[src/rtl/sum_serializer_64bit_if.sv]
// Handshake bundle for the sum serializer: 64-bit adder result in, byte stream out.
interface sum_serializer_64bit_if;
    logic        in_valid;
    logic        in_ready;
    logic [63:0] sum_in;
    logic        cout_in;
    logic [7:0]  out_data;
    logic        out_valid;
    logic        out_ready;
    logic        out_last;

    modport master (
        output in_valid, sum_in, cout_in, out_ready,
        input  in_ready, out_data, out_valid, out_last
    );

    modport slave (
        input  in_valid, sum_in, cout_in, out_ready,
        output in_ready, out_data, out_valid, out_last
    );
endinterface

[src/rtl/sum_serializer_64bit.sv]
// Serializes a registered 64-bit sum (plus optional carry beat) into a little-endian byte
// stream with valid/ready handshakes on both sides, counting completed frames.
module sum_serializer_64bit #(
    parameter int unsigned EMIT_CARRY = 1
) (
    input  logic                         clk,
    input  logic                         rst,
    sum_serializer_64bit_if.slave        bus,
    output logic                         busy,
    output logic [15:0]                  frame_count
);
    typedef enum logic [1:0] {StIdle, StSend, StCarry} state_e;

    localparam bit Carry = (EMIT_CARRY != 0);

    state_e      state_q, state_d;
    logic [63:0] shift_q, shift_d;
    logic        carry_q, carry_d;
    logic [2:0]  beat_q, beat_d;
    logic [15:0] frame_q, frame_d;
    logic        accept;
    logic        beat_done;
    logic        last_beat;

    assign accept    = (state_q == StIdle) && bus.in_valid;
    assign beat_done = (state_q != StIdle) && bus.out_ready;
    assign last_beat = Carry ? (state_q == StCarry)
                             : ((state_q == StSend) && (beat_q == 3'd7));

    always_ff @(posedge clk) begin
        if (rst) begin
            state_q <= StIdle;
            shift_q <= '0;
            carry_q <= 1'b0;
            beat_q  <= '0;
            frame_q <= '0;
        end else begin
            state_q <= state_d;
            shift_q <= shift_d;
            carry_q <= carry_d;
            beat_q  <= beat_d;
            frame_q <= frame_d;
        end
    end

    always_comb begin
        state_d = state_q;
        shift_d = shift_q;
        carry_d = carry_q;
        beat_d  = beat_q;
        frame_d = frame_q;
        if (beat_done && last_beat) begin
            frame_d = frame_q + 16'd1;
        end
        unique case (state_q)
            StIdle: begin
                if (accept) begin
                    shift_d = bus.sum_in;
                    carry_d = bus.cout_in;
                    beat_d  = '0;
                    state_d = StSend;
                end
            end
            StSend: begin
                // Shifting keeps the current byte at [7:0]; stalls hold everything.
                if (beat_done) begin
                    shift_d = {8'h00, shift_q[63:8]};
                    beat_d  = beat_q + 3'd1;
                    if (beat_q == 3'd7) begin
                        state_d = Carry ? StCarry : StIdle;
                    end
                end
            end
            StCarry: begin
                if (beat_done) begin
                    state_d = StIdle;
                end
            end
            default: state_d = StIdle;
        endcase
    end

    always_comb begin
        bus.in_ready  = (state_q == StIdle);
        bus.out_valid = (state_q != StIdle);
        bus.out_data  = (state_q == StCarry) ? {7'b0, carry_q} : shift_q[7:0];
        bus.out_last  = last_beat;
        busy          = (state_q != StIdle);
        frame_count   = frame_q;
    end
endmodule

[src/flat_wrapper.sv]
// flat-port wrapper written by rule: the top's interface ports become plain ports
module sum_serializer_64bit_flat 
#(
    parameter int unsigned EMIT_CARRY = 1
)
  (clk, rst, busy, frame_count, bus_in_valid, bus_sum_in, bus_cout_in, bus_out_ready, bus_in_ready, bus_out_data, bus_out_valid, bus_out_last);
  sum_serializer_64bit_if bus_i ();
  input  logic clk;
  input  logic rst;
  output logic busy;
  output logic [15:0] frame_count;
  input wire logic [$bits(bus_i.in_valid)-1:0] bus_in_valid;
  input wire logic [$bits(bus_i.sum_in)-1:0] bus_sum_in;
  input wire logic [$bits(bus_i.cout_in)-1:0] bus_cout_in;
  input wire logic [$bits(bus_i.out_ready)-1:0] bus_out_ready;
  output wire logic [$bits(bus_i.in_ready)-1:0] bus_in_ready;
  output wire logic [$bits(bus_i.out_data)-1:0] bus_out_data;
  output wire logic [$bits(bus_i.out_valid)-1:0] bus_out_valid;
  output wire logic [$bits(bus_i.out_last)-1:0] bus_out_last;
  assign bus_i.in_valid = bus_in_valid;
  assign bus_i.sum_in = bus_sum_in;
  assign bus_i.cout_in = bus_cout_in;
  assign bus_i.out_ready = bus_out_ready;
  assign bus_in_ready = bus_i.in_ready;
  assign bus_out_data = bus_i.out_data;
  assign bus_out_valid = bus_i.out_valid;
  assign bus_out_last = bus_i.out_last;
  sum_serializer_64bit #(.EMIT_CARRY(EMIT_CARRY)) u_core (.clk(clk), .rst(rst), .bus(bus_i), .busy(busy), .frame_count(frame_count));
endmodule
[config.mk]
export PLATFORM = sky130hd
export DESIGN_NAME = sum_serializer_64bit_flat
export DESIGN_NICKNAME = d
export VERILOG_FILES = /design/src/rtl/sum_serializer_64bit_if.sv /design/src/rtl/sum_serializer_64bit.sv /design/src/flat_wrapper.sv
export SDC_FILE = /design/constraint.sdc
export NUM_CORES = 1
export LEC_CHECK = 0
export CAP_MARGIN = 20
export CORE_ASPECT_RATIO = 1.4
export CORE_MARGIN = 2
export CORE_UTILIZATION = 41
export CTS_CLUSTER_DIAMETER = 30
export DETAILED_ROUTE_END_ITERATION = 10
export MAX_ROUTING_LAYER = met4
export PLACE_DENSITY = 0.79
export REMOVE_ABC_BUFFERS = 1
export SYNTH_ARGS = -nofsm -noshare
export SYNTH_HDL_FRONTEND = slang
export SYNTH_SLANG_ARGS = --single-unit
[constraint.sdc]
create_clock -name clk -period 4.2 [get_ports clk]
set_clock_uncertainty 0.15 [all_clocks]
set_input_delay 0.63 -clock clk [delete_from_list [all_inputs] [get_ports clk]]
set_output_delay 0.63 -clock clk [all_outputs]
set_load 0.02 [all_outputs]
# Yosys cells after proc, flatten, opt, wreduce, memory -nomap -nowiden
# Cells that the tools add are included.
# W data, S select, Z words.
# word_totals
ff_bits,86
in_bits,69
out_inout_bits,28
elab_cells,35
# op_classes
addsub,2
eq_ne,7
mux,12
n_reduce_logical,9
# ops
op,n
$mux W64,2
$pmux W64 S2,1
$add A16 B1 Y16 const B,1
$mux W2,4
$mux W8,1
$mux W3,2
$ne A2 B1 Y1 const B,3
$pmux W2 S3,1
$pmux W3 S2,1
$reduce_and A4 Y1,1
$reduce_bool A2 Y1,2
$add A3 B1 Y3 const B,1
$eq A3 B3 Y1 const B,1
$logic_and A1 B1 Y1,3
$reduce_and A3 Y1,1
$eq A2 B1 Y1 const B,1
$eq A2 B2 Y1 const B,1
$logic_not A2 Y1,1
$ne A2 B2 Y1 const B,1
$reduce_and A2 Y1,1

# Longest topological paths before layout
# Gate-level depths: netlist (run 1).
# logic_depth
ltp_word,4
depth_mapped,7

# Worst setup path after synthesis (run 1)
# Ideal clock, no wire load.
# synth_path
path_type,input to register
startpoint,input port bus_out_ready
endpoint,"register u_core.frame_q[15], in the netlist u_core.frame_count[15]"
setup_time_ns,0.121
arrival_ns,1.626
slack_ns,2.304
stages,4
n_path_buf,1
path_cell_list,buf_2 > nand3b_2 > nor4_1 > mux2_2
# synth_via
elab_chain_len,2
# synth_lines
item,line,rtl
"start, declared",flat_wrapper.sv:15,input wire logic [$bits(bus_i.out_ready)-1:0] bus_out_ready;
$logic_and A1 B1 Y1,sum_serializer_64bit.sv:26,assign beat_done = (state_q != StIdle) && bus.out_ready;
$logic_and A1 B1 Y1,sum_serializer_64bit.sv:52,if (beat_done && last_beat) begin
"end signal, assigned",sum_serializer_64bit.sv:42,frame_q <= frame_d;
"end, declared",sum_serializer_64bit.sv:20,"logic [15:0] frame_q, frame_d;"
# Every way passes these cells.
# A chain may end at the register's enable or synchronous reset.

# Worst setup path in the final report (run 1)
# layout_path
startpoint,register u_core.state_q[1]
endpoint,output port bus_out_data[0]
# layout_via
elab_chain_len,2
# layout_lines
item,line,rtl
"start, declared",sum_serializer_64bit.sv:16,"state_e state_q, state_d;"
"start signal, assigned",sum_serializer_64bit.sv:32,state_q <= StIdle;
"start signal, assigned",sum_serializer_64bit.sv:38,state_q <= state_d;
$eq A2 B2 Y1,sum_serializer_64bit.sv:86,"bus.out_data = (state_q == StCarry) ? {7'b0, carry_q} : shift_q[7:0];"
$mux W8,sum_serializer_64bit.sv:86,
"end, declared",flat_wrapper.sv:17,output wire logic [$bits(bus_i.out_data)-1:0] bus_out_data;
# Every way passes these cells.

==> results_dict.tcl, run 1 <==
set metrics [dict create \
    critPathSlowestCell "clkdlybuf4s50_1" \
    grt_use_met1 0.209 \
    final_core_util 0.561 \
    reg2reg_slack_ns 2.04 \
    path_buf_inv 2 \
    die_area_mm2 0.0101 \
    ios 97 \
    antenna_found_initial 0 \
    ant_nets 0 \
    synthFlopType "dfxtp_1" \
    grt_use_met3 0.0196 \
    vias 3397 \
    syn_avg_cell_area_um2 8.13 \
    place_inst 634 \
    max_stage_delay_ns 0.60 \
    powerDensity_mw_per_mm2 397 \
    tightest_slew_ns 0.956 \
    die_width_um 85.3 \
    cts_setup_buffers 0 \
    min_path_cells 2 \
    critPathMaxFanout 16 \
    crit_type "flop to output port" \
    num_rows 41 \
    r2r-end "u_core.shift_q[15]$_SDFFE_PP0P_" \
    setup_viol 0 \
    finalPower_mw 2.01 \
    p_leak_nw 1.88 \
    drive_gt1_frac 0.0699 \
    firstDrtPassIters 4 \
    area_growth_syn_to_layout_pct 33.4 \
    path_cells "nand2b_1 -> inv_1 -> nand2_1 -> nand2_1 -> clkdlybuf4s50_1" \
    floorplan.initialDensity 0.420 \
    clock_path_buffers 2 \
    hp-start "u_core.shift_q[26]$_SDFFE_PP0P_" \
    synth_edf_count 0 \
    timing.hold.ws_ns 0.325 \
    numPortBuffers 96 \
    cts_htree_levels 3 \
    yosysWarningCount 0 \
    status "complete, no violations" \
    grt_pass1_wl_um 14400 \
    min_period_ns 3.05 \
    tns_ns 0 \
    die_h_um 118 \
    syn-cell-area_mm2 0.00379 \
    ys_seq_area_frac 0.454 \
    irDropWorstVdd_mv 0.263 \
    drt_iter0_drc 132 \
    clk_pin_slew_ns 0.06 \
    cts_root_buf "clkbuf_16" \
    hpwl_um 5860 \
    rsz0062_at_grt "no" \
    routed_wl_um 8720 \
    gr-usage-met2 0.301 \
    dpl_cell_area_mm2 0.00474 \
    post-place-ws_ns 1.39 \
    crit_arrival_ns 2.27 \
    cts_tree "built" \
    ys_ff_latch 86 \
    path_common_cell "nand2_1" \
    required_ns 3.42 \
    cp-start-kind "flop" \
    hold_buffers 0 \
    fin_area_mm2 0.00506 \
    viasPerCell 5.22 \
    relSlewSlack 0.362 \
    numCtsBuffers 9 \
    synthArstFlopShare 0 \
    r2r_start "u_core.state_q[0]$_SDFFE_PP0P_" \
    cts_resized 0 \
    cp_top_family "buffers and inverters" \
    finalWorstSetupSlack_ns 1.15 \
    rr_worst_depth 4 \
    grt_remaining_overflow 0 \
    yosysUniqueCellTypes 36 \
    diodes 0 \
    max_freq_mhz 328 \
    core-area_mm2 0.00903 \
    wl_per_cell_um 13.4 \
    end_kind "output port" \
    place.gp.congestion 0.810 \
    post-route-period-util 0.726 \
    finalMaxSlewViolations 0 \
    clk_latency_ns 0.33 \
    min_path_type "flop to flop" \
    top_usage_layer "met2" \
    synthCells 467 \
    drc 0 \
    grt_pass1_vias 3207 \
    hold_violations 0 \
    grt_max_degree 67 \
    cap_violations 0 \
    clock-sinks 86 \
    nets 611 \
    final_cell_count_no_fill 651 \
    hold_end "u_core.shift_q[18]$_SDFFE_PP0P_" \
    grt_use_total 0.180 \
]
[how the worst max path moves through the flow]
stage	startpoint	endpoint	cells past startpoint
2_1_floorplan	bus_out_ready	u_core.shift_q[24]$_SDFFE_PP0P_	3
6_report	u_core.state_q[1]$_SDFFE_PP0P_	bus_out_data[0]	5
5_1_grt	u_core.state_q[1]$_SDFFE_PP0P_	bus_out_data[0]	5
3_5_place_dp	bus_out_ready	u_core.shift_q[15]$_SDFFE_PP0P_	6
4_1_cts	u_core.state_q[1]$_SDFFE_PP0P_	bus_out_data[0]	5
3_3_place_gp	u_core.state_q[1]$_SDFFE_PP0P_	bus_out_data[0]	5
[layer usage]
layer  vias to the layer above  share of wire
met5                         -              0
met4                         0          0.025
met3                        13          0.028
met2                        65           0.50
met1                      1568           0.44
li1                       1751              -
[cell usage in the layout (no fill, tap or decap), types with 5 or more instances in the layout]
master	instances
a21oi_1	5
a22oi_1	8
a311oi_1	49
a311oi_2	7
and2_1	8
clkbuf_16	9
clkdlybuf4s50_1	95
dfxtp_1	86
nand2_1	119
nand3_1	6
nand4_1	5
nor2_1	82
xnor2_1	8
[registers in the layout, indices dropped and copies added (netlist names)]
register	count
u_core.state_q	2
u_core.carry_q	1
u_core.shift_q	64
u_core.frame_count	16
u_core.beat_q	3
[where the power goes]
| group | internal [mW] | total (mW) | leakage, nW | switching, mW |
|---|---|---|---|---|
| combinational | 0.144 | 0.300 | 1.03 | 0.155 |
| sequential | 0.876 | 0.905 | 0.708 | 0.0294 |
| clock | 0.481 | 0.803 | 0.149 | 0.322 |
[cells in the mapped netlist, drive strengths merged (4+ instances only)]
cell | count | share of area
and2 | 8 | 0.013
nand4 | 5 | 0.0082
buf | 25 | 0.036
nand2 | 119 | 0.12
nor2 | 83 | 0.083
nor4 | 4 | 0.0066
nor2b | 5 | 0.0082
xnor2 | 8 | 0.018
inv | 4 | 0.0040
a311oi | 56 | 0.14
clkbuf | 15 | 0.015
a21oi | 5 | 0.0066
dfxtp | 86 | 0.45
a22oi | 8 | 0.016
nand3 | 6 | 0.0079
nor3 | 5 | 0.0079
[worst register-to-register path, stage by stage, from the launching register on]
cell and delay [ns]:
dfxtp_1 0.43, nor2b_4 0.63, buf_4 0.45, nand2_1 0.10
a311oi_1 0.30
[area by class of cell]
cell class / instances / area [µm²]
Timing Repair Buffer: 101 / 1010
Clock buffer: 10 / 239
Tap cell: 107 / 134
Multi-Input combinational cell: 337 / 1880
Sequential cell: 86 / 1720
Inverter: 4 / 15.0
Fill cell: 837 / 3970
Clock inverter: 6 / 68.8
[cell families (layout without fill, tap and decap cells)]
| kind of cell | count (synthesis) | in the layout | synth area share |
|---|---|---|---|
| AO/OA/AOI/OAI | 74 | 74 | 0.172 |
| adder cells (fa/ha/maj) | 3 | 3 | 0.00989 |
| multiplexers | 5 | 5 | 0.0142 |
| flip-flops | 86 | 86 | 0.454 |
| buffers and inverters | 44 | 121 | 0.0551 |
| XOR/XNOR | 10 | 10 | 0.0231 |
| AND/OR/NAND/NOR | 245 | 245 | 0.272 |
Note: power is estimated with default switching activity, not from simulation.
==> run 2, diff against run 1 <==
==> constraint.sdc (replaced) <==
create_clock -name clk -period 2.85 [get_ports clk]
set_clock_uncertainty 0.15 [all_clocks]
set_input_delay 0.4275 -clock clk [delete_from_list [all_inputs] [get_ports clk]]
set_output_delay 0.4275 -clock clk [all_outputs]
set_load 0.02 [all_outputs]
==> run 2 against run 1 <==
Effect of this change:
- clock power increased by 46%
- routed wire length increased by 1.2%
- sequential power increased by 47%
- die area unchanged
- register-to-register slack got worse by 1.1 ns
- first-iteration DRC count increased by 86%
- cell count unchanged
- core utilization increased by 0.36 points
- critical path depth decreased by 1
- via count increased by 2.9%
- non-clock buffer count unchanged
- largest power group unchanged
==> results_dict.tcl, run 2 (synthesis results as in run 1) <==
set metrics [dict create \
    max_freq_mhz 369 \
    grt_pass1_wl_um 14700 \
    grt_max_degree 113 \
    final_common_cell "nand2_1" \
    drc 0 \
    area_growth_syn_to_layout_pct 34.3 \
    clock-sinks 86 \
    dpl_cell_area_mm2 0.00479 \
    hpwl_um 5860 \
    nFillCells 835 \
    end_kind "output port" \
    finalMaxSlewViolations 0 \
    core-area_mm2 0.00903 \
    crit_path_start "u_core.state_q[1]$_SDFFE_PP0P_" \
    rsz0062_at_grt "no" \
    grt_use_total 0.185 \
    vias 3495 \
    grt_pass1_vias 3226 \
    powerDensity_mw_per_mm2 580 \
    firstDrtPassIters 5 \
    r2r_start "u_core.state_q[1]$_SDFFE_PP0P_" \
    clk_pin_slew_ns 0.06 \
    viasPerCell 5.37 \
    hold_violations 0 \
    cp-start-kind "flop" \
    numCtsBuffers 9 \
    largest_register_ffs 64 \
    irDropWorstVdd_mv 0.343 \
    seq_power_share 0.451 \
    die_area_mm2 0.0101 \
    diodes 0 \
    p_int_mw 2.24 \
    setup_viol 0 \
    regArea_mm2 0.00172 \
    crit_type "flop to output port" \
    combPwrFrac 0.152 \
    ant_nets 0 \
    multi_input_area_mm2 0.00188 \
    floorplan.initialDensity 0.420 \
    cts_tree "built" \
    p_clk_frac 0.397 \
    critPathMaxFanout 10 \
    regMostFlops "u_core.shift_q" \
    clk_latency_ns 0.34 \
    final_cell_count_no_fill 651 \
    cts_htree_levels 3 \
    min_period_ns 2.71 \
    min_path_type "flop to flop" \
    die_width_um 85.3 \
    cts_setup_buffers 0 \
    fin_area_mm2 0.00510 \
    nets 611 \
    cts_root_buf "clkbuf_16" \
    ios 97 \
    place.gp.congestion 0.824 \
    p_leak_nw 1.89 \
    cap_violations 0 \
    tns_ns 0 \
    crit_arrival_ns 2.13 \
    cts_resized 0 \
    antenna_found_initial 0 \
    num_rows 41 \
    p_switching_mw 0.721 \
    clock_path_buffers 2 \
    tightest_slew_ns 0.549 \
    grt_remaining_overflow 0 \
    layout_common_cells "nand2_1, clkdlybuf4s50_1, dfxtp_1" \
    hp-start "u_core.shift_q[51]$_SDFFE_PP0P_" \
    status "complete, no violations" \
    required_ns 2.27 \
    numPortBuffers 96 \
    wl_per_cell_um 13.6 \
    relSlewSlack 0.634 \
    drt_iter0_drc 245 \
    die_h_um 118 \
    hold_buffers 0 \
    routed_wl_um 8820 \
    place_inst 635 \
    post-route-period-util 0.951 \
    p_sw_frac 0.244 \
    drive_gt1_frac 0.0662 \
]
[run 2: cell types whose count changed in the layout (fill, tap and decap cells not counted), sizes merged]
cell    change
clkinv      -1
inv         -2
clkbuf      +3
[run 2: path summary, 6_finish.rpt]
kind | to | slack, ns | depth (start not counted)
worst max-delay path | bus_out_data[5] | 0.14 | 4
worst min-delay path | u_core.shift_q[43]$_SDFFE_PP0P_ | 0.32 | 2
worst max register to register | u_core.frame_count[14]$_SDFFE_PP0P_ | 0.99 | 4
worst min register to register | u_core.shift_q[43]$_SDFFE_PP0P_ | 0.32 | 2
[run 2: per-stage QoR]
step	power (mW)	setup WS, ns	hold WS, ns	util
after CTS	2.99	0.114	0.324	0.564
final	2.96	0.140	0.322	0.564
after global routing	3.09	0.0330	0.346	0.564
after global placement	1.80	0.493	0.309	0.531
after detailed placement	1.81	0.425	0.316	0.531
after floorplan	1.60	-0.524	0.300	-
[run 2: metal layers]
| layer | vias up | share of wire | wire, µm | GRT usage |
|---|---|---|---|---|
| li1 | 1761 | - | - | - |
| met1 | 1640 | 0.43 | 3810 | 0.214 |
| met5 | - | 0 | 0 | - |
| met2 | 80 | 0.51 | 4470 | 0.307 |
| met3 | 14 | 0.037 | 323 | 0.0316 |
| met4 | 0 | 0.024 | 216 | 0.0883 |
[run 2: power by group through the flow]
stage / clock network (mW) / registers (mW) / logic (mW)
6_report: 1.17 / 1.33 / 0.449
5_1_grt: 1.25 / 1.35 / 0.500
4_1_cts: 1.20 / 1.33 / 0.455
3_5_place_dp: 0 / 1.36 / 0.452
3_3_place_gp: 0 / 1.36 / 0.440
2_1_floorplan: 0 / 1.35 / 0.249
[run 2: layout make-up]
type | instances | area share
clock buffers | 13 | 0.0511
well taps | 107 | 0.0263
repair buffers | 101 | 0.205
inverters | 4 | 0.00295
multi-input cells | 337 | 0.369
clock inverters | 3 | 0.00835
flip-flops and latches | 86 | 0.338
[run 2: worst max-delay path, cell delays in order (launching register included)]
cell and delay (ns):
dfxtp_1 0.52, nand2b_1 0.32, buf_4 0.27, and2_1 0.15
clkdlybuf4s50_1 0.54
==> run 3, diff against run 2 <==
--- a/config.mk
+++ b/config.mk
@@ -7,10 +7,10 @@
 export LEC_CHECK = 0
 export CAP_MARGIN = 20
 export CORE_ASPECT_RATIO = 1.4
-export CORE_MARGIN = 2
 export CORE_UTILIZATION = 41
 export CTS_CLUSTER_DIAMETER = 30
 export DETAILED_ROUTE_END_ITERATION = 10
+export HOLD_SLACK_MARGIN = 0.1
 export MAX_ROUTING_LAYER = met4
 export PLACE_DENSITY = 0.79
 export REMOVE_ABC_BUFFERS = 1
==> run 3 against run 2 <==
Effect of this change:
- cell area rose by 0.74%
- hold slack improved by 0.0012 ns
- critical endpoint unchanged
- register-to-register slack got worse by 0.06 ns
- count of clock-buffer cells in the layout down 3
- largest cell class unchanged
- largest power group unchanged
==> results_dict.tcl, run 3 (synthesis results as in run 1) <==
set metrics [dict create \
    status "complete, no violations" \
    die_area_mm2 0.00965 \
    floorplan.initialDensity 0.423 \
    min_period_ns 2.55 \
    cts_tree "built" \
    hold_violations 0 \
    nets 613 \
    cap_violations 0 \
    min_path_type "flop to flop" \
    powerDensity_mw_per_mm2 589 \
    antenna_found_initial 0 \
    drc 0 \
    wl_per_cell_um 13.7 \
    diodes 0 \
    vias 3441 \
    post-route-period-util 0.894 \
    setup_viol 0 \
    crit_type "flop to output port" \
    viasPerCell 5.28 \
    regArea_mm2 0.00172 \
    rsz0062_at_grt "no" \
    layout_common_cells "nand2_1, clkdlybuf4s50_1, dfxtp_1" \
    multi_input_area_mm2 0.00188 \
    finalPower_mw 3.02 \
    relSlewSlack 0.480 \
    nFillCells 822 \
    routed_wl_um 8950 \
    required_ns 2.27 \
    firstDrtPassIters 4 \
    grt_pass1_vias 3151 \
    clock-sinks 86 \
    num_rows 41 \
    numPortBuffers 96 \
    drt_iter0_drc 251 \
    clock_path_buffers 2 \
    cts_htree_levels 3 \
    cts_resized 0 \
    final_core_util 0.572 \
    grt_remaining_overflow 0 \
    area_growth_syn_to_layout_pct 35.3 \
    regMostFlops "u_core.shift_q" \
    core-area_mm2 0.00898 \
    place.gp.congestion 0.855 \
    critPathMaxFanout 13 \
    p_leak_nw 1.91 \
    end_kind "output port" \
    crit_arrival_ns 1.97 \
    hpwl_um 6010 \
    cp-start-kind "flop" \
    ios 97 \
    clk_latency_ns 0.33 \
    max_freq_mhz 393 \
    numCtsBuffers 9 \
    cts_root_buf "clkbuf_16" \
    largest_register_ffs 64 \
    tightest_slew_ns 0.780 \
    hold_buffers 0 \
    grt_pass1_wl_um 14500 \
    die_width_um 83.3 \
    irDropWorstVdd_mv 0.352 \
    grt_max_degree 52 \
    drive_gt1_frac 0.0697 \
    finalMaxSlewViolations 0 \
    ant_nets 0 \
    grt_use_total 0.192 \
    cts_setup_buffers 0 \
    die_h_um 116 \
    clk_pin_slew_ns 0.06 \
    final_common_cell "nand2_1" \
]
[run 3: changes by cell type in the layout (fill, tap and decap cells not counted), sizes merged]
cell / delta
clkbuf: -3
clkinv: -1
bufinv: +1
inv: +1
buf: +2
clkinvlp: +1
[run 3: path summary, 6_finish.rpt]
path	startpoint	to	slack (ns)	cells after the start
worst max register to register	u_core.state_q[1]$_SDFFE_PP0P_	u_core.frame_count[14]$_SDFFE_PP0P_	0.93	5
worst max-delay path	u_core.state_q[1]$_SDFFE_PP0P_	bus_out_data[5]	0.30	4
worst min-delay path	u_core.shift_q[41]$_SDFFE_PP0P_	u_core.shift_q[33]$_SDFFE_PP0P_	0.32	2
worst min register to register	u_core.shift_q[41]$_SDFFE_PP0P_	u_core.shift_q[33]$_SDFFE_PP0P_	0.32	2
[run 3: metal layers]
metal | routed length, µm | vias to the layer above | GRT usage | part of all wire
met2 | 4450 | 70 | 0.317 | 0.50
met1 | 3960 | 1597 | 0.224 | 0.44
met4 | 231 | 0 | 0.0920 | 0.026
met3 | 312 | 15 | 0.0392 | 0.035
li1 | - | 1759 | - | -
met5 | 0 | - | - | 0
[run 3: final cells by class]
cell class	count	area share
flip-flops and latches	86	0.335
repair buffers	103	0.209
clock buffers	10	0.0446
inverters	4	0.00292
multi-input cells	337	0.366
well taps	107	0.0261
clock inverters	5	0.0163
[run 3: critical path, cell delays in order (launching register included)]
cell and delay, ns:
dfxtp_1 0.53, nand2b_1 0.18, buf_4 0.22, and2_1 0.17, clkdlybuf4s50_1 0.54
[run 3: power by group]
group | total, mW | leakage [nW] | switching (mW) | internal [mW]
registers | 1.33 | 0.708 | 0.0430 | 1.29
clock network | 1.23 | 0.145 | 0.467 | 0.766
logic | 0.458 | 1.05 | 0.233 | 0.225
total | 3.02 | 1.91 | 0.743 | 2.28
[run 3: stage by stage]
stage	area (µm²)	setup TNS, ns	hold WS, ns	setup slack (ns)	instances
after floorplan	3600	-26.99	0.300	-0.524	427
after detailed placement	4820	0	0.319	0.325	637
after global routing	5130	0	0.347	0.189	652
final	5130	0	0.323	0.303	652
after global placement	4820	0	0.310	0.422	637
after CTS	5130	0	0.328	0.281	652
